===== src/rtl/if_id_queue_pkg.sv =====
// Shared constants and the output-register priority decode for the IF/ID queue.
package if_id_queue_pkg;

  // Shared pipeline constants
  localparam logic        Stop       = 1'b1;
  localparam logic        NoStop     = 1'b0;
  localparam logic        Rst_Enable = 1'b1;
  localparam logic [31:0] Zero_Word  = 32'h0;
  localparam logic [31:0] No_Addr    = 32'h0;

  // Default queue depth between fetch and decode
  localparam int Inst_Queue_Depth = 4;

  // Stall vector layout from ctrl
  localparam int STALL_W  = 6;
  localparam int STALL_ID = 1;
  localparam int STALL_EX = 2;

  // What the ID output register does on the next edge
  typedef enum logic [1:0] {
    OUT_HOLD   = 2'd0,
    OUT_BUBBLE = 2'd1,
    OUT_LOAD   = 2'd2
  } out_op_e;

  // Priority: flush, ID-only stall bubble, pop, empty bubble, full hold.
  function automatic out_op_e out_op(input logic flush,
                                     input logic [STALL_W-1:0] stall,
                                     input logic empty);
    out_op_e op;
    op = OUT_HOLD;
    if (flush)
      op = OUT_BUBBLE;
    else if (stall[STALL_ID] == Stop && stall[STALL_EX] == NoStop)
      op = OUT_BUBBLE;
    else if (stall[STALL_ID] == NoStop)
      op = empty ? OUT_BUBBLE : OUT_LOAD;
    return op;
  endfunction

endpackage


===== src/rtl/if_id_queue_fetch_fifo.sv =====
// Generic synchronous FIFO: registered count, clear beats push/pop, no bypass.
module fetch_fifo #(
  parameter int WIDTH = 64,
  parameter int DEPTH = 4
) (
  input  logic                       clk,
  input  logic                       rst,
  input  logic                       i_push,
  input  logic                       i_pop,
  input  logic                       i_clear,
  input  logic [WIDTH-1:0]           i_din,
  output logic [WIDTH-1:0]           o_dout,
  output logic                       o_full,
  output logic                       o_empty,
  output logic [$clog2(DEPTH+1)-1:0] o_count
);
  localparam int PTR_W = $clog2(DEPTH);
  localparam int CNT_W = $clog2(DEPTH+1);

  logic [WIDTH-1:0] r_mem [DEPTH];
  logic [PTR_W-1:0] r_wr_ptr, r_rd_ptr;
  logic [CNT_W-1:0] r_count;
  logic             w_wr_en, w_rd_en;

  assign o_full  = (r_count == CNT_W'(DEPTH));
  assign o_empty = (r_count == '0);
  assign o_count = r_count;
  assign o_dout  = r_mem[r_rd_ptr];

  assign w_wr_en = i_push && !o_full  && !i_clear;
  assign w_rd_en = i_pop  && !o_empty && !i_clear;

  // Storage write; stale slots are harmless because pointers define validity
  always_ff @(posedge clk) begin
    if (w_wr_en) r_mem[r_wr_ptr] <= i_din;
  end

  // Pointers and occupancy; pointers wrap naturally at power-of-two depth
  always_ff @(posedge clk) begin
    if (rst || i_clear) begin
      r_wr_ptr <= '0;
      r_rd_ptr <= '0;
      r_count  <= '0;
    end else begin
      if (w_wr_en) r_wr_ptr <= r_wr_ptr + 1'b1;
      if (w_rd_en) r_rd_ptr <= r_rd_ptr + 1'b1;
      case ({w_wr_en, w_rd_en})
        2'b10:   r_count <= r_count + 1'b1;
        2'b01:   r_count <= r_count - 1'b1;
        default: r_count <= r_count;
      endcase
    end
  end

endmodule


===== src/rtl/if_id_queue.sv =====
// IF/ID stage: instruction queue feeding the ID output register,
// with stall bubble/hold and flush handling.
module if_id_queue
  import if_id_queue_pkg::*;
#(
  parameter int ADDR_W = 32,
  parameter int DATA_W = 32,
  parameter int DEPTH  = Inst_Queue_Depth
) (
  input  logic                       clk,
  input  logic                       rst,
  input  logic                       if_valid,
  input  logic [ADDR_W-1:0]          if_pc,
  input  logic [DATA_W-1:0]          if_inst,
  output logic                       if_ready,
  input  logic [STALL_W-1:0]         stall,
  input  logic                       flush,
  output logic                       id_valid,
  output logic [ADDR_W-1:0]          id_pc,
  output logic [DATA_W-1:0]          id_inst,
  output logic [$clog2(DEPTH+1)-1:0] count
);
  localparam int W = ADDR_W + DATA_W;

  logic          w_push, w_pop, w_full, w_empty;
  logic [W-1:0]  w_head;
  out_op_e       w_op;

  logic              r_id_valid;
  logic [ADDR_W-1:0] r_id_pc;
  logic [DATA_W-1:0] r_id_inst;

  // if_ready depends only on registered occupancy, never on stall/flush
  assign if_ready = !w_full;
  assign w_push   = if_valid && !w_full && !flush;
  assign w_op     = out_op(flush, stall, w_empty);
  assign w_pop    = (w_op == OUT_LOAD);

  fetch_fifo #(.WIDTH(W), .DEPTH(DEPTH)) u_fifo (
    .clk     (clk),
    .rst     (rst),
    .i_push  (w_push),
    .i_pop   (w_pop),
    .i_clear (flush),
    .i_din   ({if_pc, if_inst}),
    .o_dout  (w_head),
    .o_full  (w_full),
    .o_empty (w_empty),
    .o_count (count)
  );

  // ID output register: reset, then load/bubble/hold as decoded
  always_ff @(posedge clk) begin
    if (rst == Rst_Enable) begin
      r_id_valid <= 1'b0;
      r_id_pc    <= ADDR_W'(No_Addr);
      r_id_inst  <= DATA_W'(Zero_Word);
    end else begin
      case (w_op)
        OUT_LOAD: begin
          r_id_valid <= 1'b1;
          r_id_pc    <= w_head[W-1:DATA_W];
          r_id_inst  <= w_head[DATA_W-1:0];
        end
        OUT_BUBBLE: begin
          r_id_valid <= 1'b0;
          r_id_pc    <= '0;
          r_id_inst  <= '0;
        end
        default: begin
          r_id_valid <= r_id_valid;
          r_id_pc    <= r_id_pc;
          r_id_inst  <= r_id_inst;
        end
      endcase
    end
  end

  assign id_valid = r_id_valid;
  assign id_pc    = r_id_pc;
  assign id_inst  = r_id_inst;

endmodule


===== config.mk =====
export PLATFORM = sky130hd
export DESIGN_NAME = if_id_queue
export DESIGN_NICKNAME = d
export VERILOG_FILES = /design/src/rtl/if_id_queue_pkg.sv /design/src/rtl/if_id_queue_fetch_fifo.sv /design/src/rtl/if_id_queue.sv
export SDC_FILE = /design/constraint.sdc
export NUM_CORES = 1
export LEC_CHECK = 0
export BUFFER_PORTS_ARGS = -buffer_cell sky130_fd_sc_hd__buf_2
export CAP_MARGIN = 20
export CORE_ASPECT_RATIO = 1.2
export CORE_MARGIN = 2
export CORE_UTILIZATION = 47
export CTS_BUF_LIST = sky130_fd_sc_hd__clkbuf_4 sky130_fd_sc_hd__clkbuf_8
export DETAILED_ROUTE_END_ITERATION = 8
export HOLD_SLACK_MARGIN = 0.1
export PLACE_DENSITY = 0.67
export RECOVER_POWER = 25
export SLEW_MARGIN = 20
export SYNTH_ARGS = -nofsm -noshare
export SYNTH_HDL_FRONTEND = slang
export SYNTH_SLANG_ARGS = --single-unit

===== constraint.sdc =====
create_clock -name clk -period 3.7 [get_ports clk]
set_clock_uncertainty 0.05 [all_clocks]
set_input_delay 0 -clock clk [delete_from_list [all_inputs] [get_ports clk]]
set_output_delay 0 -clock clk [all_outputs]
set_load 0.05 [all_outputs]

==> impl_metrics.ini <==
[run_status]
outcome = finished clean

[setup_path]
critPathRequiredTime_ns = 4.14
cp-end-kind = register
worstSetupPathType = reg -> reg
arrival_ns = 3.52
start_kind = register
path_max_fanout = 64

[synthesis]
syn_area_per_cell_um2 = 17.5
syn-cell-area_mm2 = 0.0119
ys_seq_elements = 330
ys.flop_type = edfxtp_1
synth_nets = 765
synthCells = 683
synth-edff-count = 256
ys_seq_area_share_pct = 76.8
synth.most_common_cell = edfxtp_1
ys_warn_count = 0
synth.distinct_cells = 27
ys_top_cells_by_count = edfxtp_1 (256), mux2i_1 (130), dfxtp_1 (74), a21o_1 (64), o22ai_1 (64)
synth_top_area_cell = edfxtp_1
async_flop_share_pct = 0
synth_top_area_share_pct = 64.4
synth.top_cells.by_area = edfxtp_1 (64%), dfxtp_1 (12%), mux2i_1 (11%)

[timing]
relSlewSlack_pct = 37.5
tightest_slew_ns = 0.937
maxSlewViolCount = 0
rsz0062_at_grt = false
setup_ws_ns = 0.621
setup_viol_count_final = 0
finalSetupTns_ns = 0
hold_viol = 0
min_period_ns = 3.08
max_freq_ghz = 0.325
fin_crit_sh_pct = 83.2

[placement]
port_buffers = 138
dp_slack_ns = 0.625
gp_congestion = 0.688
hpwlAfterDp_um = 11500

[floorplan]
core.rowCount = 63
initial_core_util_pct = 48.1
core_region_area_mm2 = 0.0248
die_h_um = 179
die_w_um = 150
io-pin-count = 143
dieArea_mm2 = 0.0267

[detailed_routing]
via_count = 6577
drt_iter0_markers = 262
wl_um = 22600
via_per_inst = 5.13
ant_nets = 0
drcViolationCount = 0
wire_per_inst_um = 17.6
drt-pass1-iter-count = 4

[grt]
overflow = 0
grt_pass1_wl_um = 34800
grt_antenna_before_repair = 1
grt_pass1_vias = 6792
track_usage_pct = 16.9
grt_max_degree = 65

[power]
p_leak_nw = 5.55
power_density_mw_per_mm2 = 513
peakVddDrop_uv = 273

[clocking]
cts_buffers = 50
postCtsSetupRepairBufs = 0
ctsHtreeMaxLevel = 2
cts_buffer_depth = 3
clock-root-buffer = clkbuf_8
clk_pin_slew_worst_paths_ns = 0.07
insertion_delay_ns = 0.54
cts_tree = yes
cts.sinks = 330

[cells_and_area]
final_layout_size_suffix_gt1_share_pct = 20.7
syn2layout_area_growth_pct = 23.6
fin_nets = 998

[hold_path]
holdCritPathClass = in -> reg

[run]
drv_cap = 0
## through the flow
step	hold slack (ns)	utilization [%]	instances	cell area, um^2	total power [mW]
3_5_place_dp	0.165	52.4	1118	13000	4.43
5_1_grt	0.165	59.5	1282	14800	7.84
2_1_floorplan	0.0224	-	683	11900	4.32
4_1_cts	0.108	59.7	1281	14800	7.66
3_3_place_gp	0.163	52.4	1118	13000	4.42
6_report	0.175	59.5	1282	14800	7.57
## cells by family after synthesis
logic type	after synthesis	share of synthesized area (%)
flops	330	76.8
compound gates	138	7.80
xor+xnor	2	0.147
simple gates	29	1.37
buf+inv	46	2.10
mux	130	10.9
fa+ha+maj	8	0.901
## worst max-delay path, cell delays in order (launching register included)
cell	delay (ns)
dfxtp_1	0.41
nor3_1	0.11
or3_1	0.38
and2_1	0.16
ha_1	0.33
or4_2	0.69
buf_4	0.42
o22ai_1	0.34
a21o_1	0.12
## cell type report
cell class                 instances  area (um^2)
fill                            1934        10100
inverter                          10         37.5
antenna                            1         2.50
clock buffer                      74          937
timing repair buffer             217         1490
clock inverter                    18          169
sequential                       330         9170
tap                              325          407
multi-input combinational        307         2540
## path summary, 6_finish.rpt
kind,slack (ns),to,depth (start not counted),from
min,0.18,u_fifo.r_mem[1][46]$_DFFE_PP_,2,if_pc[14]
max reg2reg,0.62,id_inst[5]$_SDFFE_PP0P_,8,u_fifo.o_count[0]$_SDFFE_PP0P_
max,0.62,id_inst[5]$_SDFFE_PP0P_,8,u_fifo.o_count[0]$_SDFFE_PP0P_
min reg2reg,0.39,id_pc[29]$_SDFFE_PP0P_,1,id_pc[29]$_SDFFE_PP0P_
## power by group
group          total, mW  internal (mW)  switching (mW)
logic              0.326          0.123           0.202
clock network       3.17           1.84            1.33
registers           4.08           4.06          0.0200
total               7.57           6.02            1.55
## layout by cell type (no fill, tap or decap)
cell and instances:
a21o_1 64, a21oi_1 6, and2_1 1, and2_4 4, buf_12 7, buf_2 94
buf_4 1, bufinv_16 3, clkbuf_1 44, clkbuf_4 13, clkbuf_8 61, clkinv_1 5
clkinv_2 7, clkinv_4 2, clkinvlp_4 1, dfxtp_1 73, dfxtp_4 1, diode_2 1
dlygate4sd3_1 71, edfxtp_1 256, fa_1 1, ha_1 7, inv_1 10, mux2i_1 130
nand2_1 2, nand3_1 3, nand3b_1 1, nor2_1 6, nor2b_4 1, nor3_1 2
nor3b_1 2, o21ai_0 4, o22ai_1 64, or2_2 1, or3_1 4, or4_2 1
or4b_4 1, xor2_1 2
## routing by layer
metal  wire length, um  GRT usage, %
met5                 0             0
met4               458          5.99
met3              1050          3.81
met2             11600          29.8
met1              9500          20.3
## flip-flops by register name (all words and copies together), names as in the netlist, named ones only
signal and flops:
u_fifo.r_mem 256, id_inst 32, id_pc 32, u_fifo.o_count 3, u_fifo.r_rd_ptr 2, u_fifo.r_wr_ptr 2, id_valid 1
## what timing repair did
action	in CTS	in global routing
endpoints found under the hold margin	272	0
gates resized for setup	0	0
hold buffers	71	0
No activity file was read; power rests on OpenSTA's default activity.
